$ cat config.mk
export PLATFORM = sky130hd
export DESIGN_NAME = jb_passthru_seq_flat
export DESIGN_NICKNAME = d
export VERILOG_FILES = /design/src/rtl/jb_passthru_seq_if.sv /design/src/rtl/jb_passthru_seq.sv /design/src/flat_wrapper.sv
export SDC_FILE = /design/constraint.sdc
export NUM_CORES = 1
export LEC_CHECK = 0
export ABC_CLOCK_PERIOD_IN_PS = 2340
export CAP_MARGIN = 10
export CORE_AREA = 3 3 62 64
export CTS_CLUSTER_SIZE = 8
export DETAILED_ROUTE_END_ITERATION = 10
export DIE_AREA = 0 0 65 67
export PLACE_DENSITY = 0.73
export SYNTH_ARGS = -nofsm -noshare
export SYNTH_HDL_FRONTEND = slang
export SYNTH_SLANG_ARGS = --single-unit
$ cat constraint.sdc
create_clock -name clk -period 2.34 [get_ports clk]
set_input_delay 0.468 -clock clk [delete_from_list [all_inputs] [get_ports clk]]
set_output_delay 0.468 -clock clk [all_outputs]
set_load 0.005 [all_outputs]
$ cat src/rtl/jb_passthru_seq_if.sv
// Handshake and enable bundle between the Joybus sequencer and its RX/TX engines and line muxes.
interface jb_passthru_seq_if;
    logic       inject_en;
    logic       console_cmd_done;
    logic       console_did_poll;
    logic       cntlr_data_rdy;
    logic       inject_done;
    logic       reset_cmd_done_status;
    logic       reset_poll_status;
    logic       cntlr_rx_start;
    logic       inject_start;
    logic       console_to_cntlr;
    logic       cntlr_to_console;
    logic       inject_sel;
    logic       timeout_err;
    logic [2:0] state_dbg;

    modport slave (
        input  inject_en, console_cmd_done, console_did_poll, cntlr_data_rdy, inject_done,
        output reset_cmd_done_status, reset_poll_status, cntlr_rx_start, inject_start,
        output console_to_cntlr, cntlr_to_console, inject_sel, timeout_err, state_dbg
    );

    modport master (
        output inject_en, console_cmd_done, console_did_poll, cntlr_data_rdy, inject_done,
        input  reset_cmd_done_status, reset_poll_status, cntlr_rx_start, inject_start,
        input  console_to_cntlr, cntlr_to_console, inject_sel, timeout_err, state_dbg
    );
endinterface

$ cat src/rtl/jb_passthru_seq.sv
// Joybus man-in-the-middle sequencer: forwards console commands, then forwards or
// substitutes the controller reply, owning both line direction enables.
module jb_passthru_seq #(
    parameter int unsigned TURNAROUND = 20,
    parameter int unsigned RESP_TMO   = 25000,
    parameter int unsigned GUARD      = 100,
    parameter int unsigned CNT_W      = 15
) (
    input  logic              clk,
    input  logic              rst_n,
    jb_passthru_seq_if.slave  bus
);
    typedef enum logic [2:0] {
        WAIT_CMD = 3'd0,
        TURN     = 3'd1,
        FWD      = 3'd2,
        CAPTURE  = 3'd3,
        INJECT   = 3'd4,
        DONE     = 3'd5
    } state_t;

    localparam logic [CNT_W-1:0] TURN_LOAD  = CNT_W'(TURNAROUND - 1);
    localparam logic [CNT_W-1:0] TMO_LOAD   = CNT_W'(RESP_TMO - 1);
    localparam logic [CNT_W-1:0] GUARD_LOAD = CNT_W'(GUARD - 1);

    state_t           state, state_nxt;
    logic [CNT_W-1:0] cnt, cnt_nxt;
    logic             poll_inj, poll_inj_nxt;
    logic             rcd_q, rps_q, rxs_q, ist_q, tmo_q;
    logic             rcd_nxt, rps_nxt, rxs_nxt, ist_nxt, tmo_nxt;
    logic             c2c_q, ctc_q, sel_q;
    logic             c2c_nxt, ctc_nxt, sel_nxt;
    logic             cnt_zero;

    assign cnt_zero = (cnt == '0);

    // Response pulses take priority over the counter reaching zero, so a reply
    // arriving on the last allowed cycle is treated as success.
    always_comb begin
        state_nxt    = state;
        cnt_nxt      = cnt;
        poll_inj_nxt = poll_inj;
        rcd_nxt      = 1'b0;
        rps_nxt      = 1'b0;
        rxs_nxt      = 1'b0;
        ist_nxt      = 1'b0;
        tmo_nxt      = 1'b0;
        case (state)
            WAIT_CMD: begin
                if (bus.console_cmd_done) begin
                    rcd_nxt      = 1'b1;
                    rxs_nxt      = 1'b1;
                    rps_nxt      = bus.console_did_poll;
                    poll_inj_nxt = bus.console_did_poll & bus.inject_en;
                    cnt_nxt      = TURN_LOAD;
                    state_nxt    = TURN;
                end
            end
            TURN: begin
                if (cnt_zero) begin
                    state_nxt = poll_inj ? CAPTURE : FWD;
                    cnt_nxt   = TMO_LOAD;
                end else begin
                    cnt_nxt = cnt - 1'b1;
                end
            end
            FWD: begin
                if (bus.cntlr_data_rdy) begin
                    state_nxt = DONE;
                    cnt_nxt   = GUARD_LOAD;
                end else if (cnt_zero) begin
                    tmo_nxt   = 1'b1;
                    state_nxt = DONE;
                    cnt_nxt   = GUARD_LOAD;
                end else begin
                    cnt_nxt = cnt - 1'b1;
                end
            end
            CAPTURE: begin
                if (bus.cntlr_data_rdy) begin
                    ist_nxt   = 1'b1;
                    state_nxt = INJECT;
                    cnt_nxt   = TMO_LOAD;
                end else if (cnt_zero) begin
                    tmo_nxt   = 1'b1;
                    state_nxt = DONE;
                    cnt_nxt   = GUARD_LOAD;
                end else begin
                    cnt_nxt = cnt - 1'b1;
                end
            end
            INJECT: begin
                if (bus.inject_done) begin
                    state_nxt = DONE;
                    cnt_nxt   = GUARD_LOAD;
                end else if (cnt_zero) begin
                    tmo_nxt   = 1'b1;
                    state_nxt = DONE;
                    cnt_nxt   = GUARD_LOAD;
                end else begin
                    cnt_nxt = cnt - 1'b1;
                end
            end
            DONE: begin
                if (cnt_zero) begin
                    state_nxt = WAIT_CMD;
                end else begin
                    cnt_nxt = cnt - 1'b1;
                end
            end
            default: begin
                state_nxt = WAIT_CMD;
                cnt_nxt   = '0;
            end
        endcase

        // Enables follow the next state so they switch on the same edge as the state.
        c2c_nxt = (state_nxt == WAIT_CMD);
        ctc_nxt = (state_nxt == FWD) || (state_nxt == INJECT);
        sel_nxt = (state_nxt == INJECT);
    end

    always_ff @(posedge clk or negedge rst_n) begin
        if (!rst_n) begin
            state    <= WAIT_CMD;
            cnt      <= '0;
            poll_inj <= 1'b0;
            rcd_q    <= 1'b0;
            rps_q    <= 1'b0;
            rxs_q    <= 1'b0;
            ist_q    <= 1'b0;
            tmo_q    <= 1'b0;
            c2c_q    <= 1'b1;
            ctc_q    <= 1'b0;
            sel_q    <= 1'b0;
        end else begin
            state    <= state_nxt;
            cnt      <= cnt_nxt;
            poll_inj <= poll_inj_nxt;
            rcd_q    <= rcd_nxt;
            rps_q    <= rps_nxt;
            rxs_q    <= rxs_nxt;
            ist_q    <= ist_nxt;
            tmo_q    <= tmo_nxt;
            c2c_q    <= c2c_nxt;
            ctc_q    <= ctc_nxt;
            sel_q    <= sel_nxt;
        end
    end

    assign bus.reset_cmd_done_status = rcd_q;
    assign bus.reset_poll_status     = rps_q;
    assign bus.cntlr_rx_start        = rxs_q;
    assign bus.inject_start          = ist_q;
    assign bus.timeout_err           = tmo_q;
    assign bus.console_to_cntlr      = c2c_q;
    assign bus.cntlr_to_console      = ctc_q;
    assign bus.inject_sel            = sel_q;
    assign bus.state_dbg             = state;
endmodule

$ cat src/flat_wrapper.sv
// flat-port wrapper written by rule: the top's interface ports become plain ports
module jb_passthru_seq_flat 
#(
    parameter int unsigned TURNAROUND = 20,
    parameter int unsigned RESP_TMO   = 25000,
    parameter int unsigned GUARD      = 100,
    parameter int unsigned CNT_W      = 15
)
  (clk, rst_n, bus_inject_en, bus_console_cmd_done, bus_console_did_poll, bus_cntlr_data_rdy, bus_inject_done, bus_reset_cmd_done_status, bus_reset_poll_status, bus_cntlr_rx_start, bus_inject_start, bus_console_to_cntlr, bus_cntlr_to_console, bus_inject_sel, bus_timeout_err, bus_state_dbg);
  jb_passthru_seq_if bus_i ();
  input  logic clk;
  input  logic rst_n;
  input wire logic [$bits(bus_i.inject_en)-1:0] bus_inject_en;
  input wire logic [$bits(bus_i.console_cmd_done)-1:0] bus_console_cmd_done;
  input wire logic [$bits(bus_i.console_did_poll)-1:0] bus_console_did_poll;
  input wire logic [$bits(bus_i.cntlr_data_rdy)-1:0] bus_cntlr_data_rdy;
  input wire logic [$bits(bus_i.inject_done)-1:0] bus_inject_done;
  output wire logic [$bits(bus_i.reset_cmd_done_status)-1:0] bus_reset_cmd_done_status;
  output wire logic [$bits(bus_i.reset_poll_status)-1:0] bus_reset_poll_status;
  output wire logic [$bits(bus_i.cntlr_rx_start)-1:0] bus_cntlr_rx_start;
  output wire logic [$bits(bus_i.inject_start)-1:0] bus_inject_start;
  output wire logic [$bits(bus_i.console_to_cntlr)-1:0] bus_console_to_cntlr;
  output wire logic [$bits(bus_i.cntlr_to_console)-1:0] bus_cntlr_to_console;
  output wire logic [$bits(bus_i.inject_sel)-1:0] bus_inject_sel;
  output wire logic [$bits(bus_i.timeout_err)-1:0] bus_timeout_err;
  output wire logic [$bits(bus_i.state_dbg)-1:0] bus_state_dbg;
  assign bus_i.inject_en = bus_inject_en;
  assign bus_i.console_cmd_done = bus_console_cmd_done;
  assign bus_i.console_did_poll = bus_console_did_poll;
  assign bus_i.cntlr_data_rdy = bus_cntlr_data_rdy;
  assign bus_i.inject_done = bus_inject_done;
  assign bus_reset_cmd_done_status = bus_i.reset_cmd_done_status;
  assign bus_reset_poll_status = bus_i.reset_poll_status;
  assign bus_cntlr_rx_start = bus_i.cntlr_rx_start;
  assign bus_inject_start = bus_i.inject_start;
  assign bus_console_to_cntlr = bus_i.console_to_cntlr;
  assign bus_cntlr_to_console = bus_i.cntlr_to_console;
  assign bus_inject_sel = bus_i.inject_sel;
  assign bus_timeout_err = bus_i.timeout_err;
  assign bus_state_dbg = bus_i.state_dbg;
  jb_passthru_seq #(.TURNAROUND(TURNAROUND), .RESP_TMO(RESP_TMO), .GUARD(GUARD), .CNT_W(CNT_W)) u_core (.clk(clk), .rst_n(rst_n), .bus(bus_i));
endmodule
==> run summary <==
vias per inst -> 6.04
Vias -> 1720
normalized max-slew margin -> 59.8%
Reg2Reg Depth -> 6
number of global-route vias before repair -> 1655
die area -> 4360 sq um
CTS Sinks -> 26
total core area -> 3340 sq um
worst flop-to-flop path startpoint -> u_core.cnt[4]
Placement Cell Area -> 2080 sq um
Port Buffer Count -> 17
power density cells -> 1390 nW/um^2
cells after synthesis -> 195
Fin Setup TNS -> -38.1 ps
CP max stage cell -> or4_4
initial antenna violation count -> 0
n_diodes -> 0
Slew @ Worst Pin -> 602 ps
post-route cell area -> 2250 sq um
CP Launch Type -> register
WL per Instance -> 17.7 um
final wirelength -> 5050 um
syn avg cell area -> 8.55 sq um
Final Max Tran Viols -> 0
Synth top area share -> 37.5%
gr ovfl total -> 0
failing checks -> setup timing
VDD IR-drop max -> 0.695 mV
Static Leak -> 0.955 nW
fin crit period -> 2360 ps
RR Endpoint -> u_core.cnt[8]
Placed Cells -> 278
WS Path Type -> register to register
final worst slack -> -19.1 ps
Achievable Freq -> 424 MHz
Critical Path Max Stage Delay -> 560 ps
Die Span Y -> 67 um
reg2reg setup slack -> -20 ps
Tcrit/Tclk final -> 101%
fin util -> 67.5%
Antenna Nets Post-Route -> 0
most frequent cells in the layout -> buf_4 (33), dfrtp_1 (25), nand2_1 (19)
Top Family by Delay on Critical Path -> simple AND/OR/NAND/NOR gates
CP Data Arrival Time -> 2580 ps
Total Routing Usage GR -> 23.5%
clock latency on the worst-skew pair -> 320 ps
top post-synthesis cells by area -> dfrtp_1 (38%), nand2_1 (4.5%), a21oi_1 (3.9%)
post-synthesis register bit count -> 26
CP Capture Type -> register
Clock Path Buffers -> 2
Root Driver -> clkbuf_4
most common cell after layout, fill and taps aside -> buf_4
clock skew -> 4.38 ps
initial drt markers -> 134
IO Pins -> 18
max-cap viol count -> 0
status -> finished with violations
FILL cells -> 285
area leader, netlist -> dfrtp_1
H-tree Lvls -> 1
number of setup violations in the final report -> 2
Num CTS Buffers -> 3
largest net degree at the start of global routing -> 27
crit path buf inv count -> 0
Layout area overhead -> 35.1%
Fin. Hold Viols -> 0
Detail Placement HPWL -> 3550 um
worst path cell trace -> or4_4, or4_4, o21ai_4, o221ai_4, o21ai_4, o211ai_1
RD Place Congestion -> 0.947
CTS clk-pin slew, worst paths -> 140 ps
post-placement worst setup slack -> -83.5 ps
die width -> 65 um
hold_buf cts -> 0
Site Rows -> 21
CTS tree -> built
cell area after synthesis -> 1670 sq um
number of library cell types mapped by synthesis -> 51
worst min path class -> input port to asynchronous set/reset pin
Syn. warnings -> 0
crit path max fanout -> 4
CP Data Required Time -> 2560 ps
1st-pass router iterations -> 5
Initial Util -> 50.0%
Crit. Startpoint -> u_core.cnt[4]
Post-Syn Nets -> 203
Final nets -> 248
first-pass GRT wire length -> 7820 um
DR DRC count -> 0
Final Non-Filler Cells -> 285
sequential area share after synthesis -> 39.1%
share of cells above drive strength 1 -> 28.0%
RSZ-0062 raised after global routing -> true
[cells in the mapped netlist, drive strengths merged]
library cell,count
a21o,2
or3,3
and2,2
a211o,1
o21ai,17
a31oi,3
nand3,5
a21oi,13
nand3b,2
dfstp,1
nor2b,4
o221ai,1
or4,7
o211ai,2
xnor2,3
a222oi,2
o31a,1
nor4,6
dfrtp,25
nor3,6
o41a,1
a22oi,5
o31ai,1
or3b,2
o2bb2ai,2
ha,1
o32a,1
a32o,2
a32oi,1
buf,5
nor2,18
clkbuf,8
nand2,20
o22ai,4
o21a,2
nand2b,2
o21bai,2
a221oi,1
and3,1
inv,10
[final cells by class]
type	count	area, sq um	share of cell area [%]
well taps	46	57.6	2.55
flip-flops and latches	26	652	28.9
repair buffers	53	445	19.8
inverters	10	37.5	1.67
clock buffers	4	36.3	1.61
multi-input cells	146	1020	45.5
[logic make-up after synthesis]
logic type / share of synthesized area [%]
AND/OR/NAND/NOR: 25.3
XOR/XNOR: 1.58
AO/OA/AOI/OAI: 27.1
flip-flops: 39.1
buffers and inverters: 6.23
adder cells (fa/ha/maj): 0.750
[where the power goes]
group / leakage, nW / total [mW] / internal, mW / switching [mW]
combinational: 0.594 / 2.14 / 1.00 / 1.14
sequential: 0.340 / 0.772 / 0.605 / 0.166
clock: 0.0210 / 0.229 / 0.0953 / 0.133
total: 0.955 / 3.14 / 1.70 / 1.44
[metal layers]
metal | GRT usage (%) | share of wire, %
met4 | 8.18 | 1.6
met2 | 39.6 | 50
met1 | 30.5 | 41
met3 | 3.88 | 7.3
met5 | 0 | 0
[worst max path at each step]
stage	endpoint	depth (start not counted)
6_report	u_core.cnt[8]	6
5_1_grt	u_core.cnt[7]	8
4_1_cts	u_core.cnt[7]	8
3_5_place_dp	u_core.cnt[7]	8
3_3_place_gp	u_core.cnt[7]	8
2_1_floorplan	u_core.cnt[10]	10
[metrics by stage]
step / power (mW) / hold WS (ps)
final: 3.14 / 489
after floorplan: 1.86 / 172
after global routing: 3.37 / 487
after global placement: 2.58 / 544
after detailed placement: 2.62 / 550
after CTS: 2.89 / 486
[sequential cells by signal, indices dropped and copies added, names as in the netlist]
| signal | flops |
|---|---|
| u_core.bus.cntlr_rx_start | 1 |
| u_core.bus.cntlr_to_console | 1 |
| u_core.bus.console_to_cntlr | 1 |
| u_core.bus.inject_sel | 1 |
| u_core.bus.inject_start | 1 |
| u_core.bus.reset_poll_status | 1 |
| u_core.bus.state_dbg | 3 |
| u_core.bus.timeout_err | 1 |
| u_core.cnt | 15 |
| u_core.poll_inj | 1 |
[timing repair]
action | CTS | global route
setup buffers | 1 | 1
gates cloned | 0 | 1
endpoints found under the setup margin | 10 | 15
pin swaps | 1 | 10
gates resized for setup | 4 | 21
Note: power is estimated with default switching activity, not from simulation.
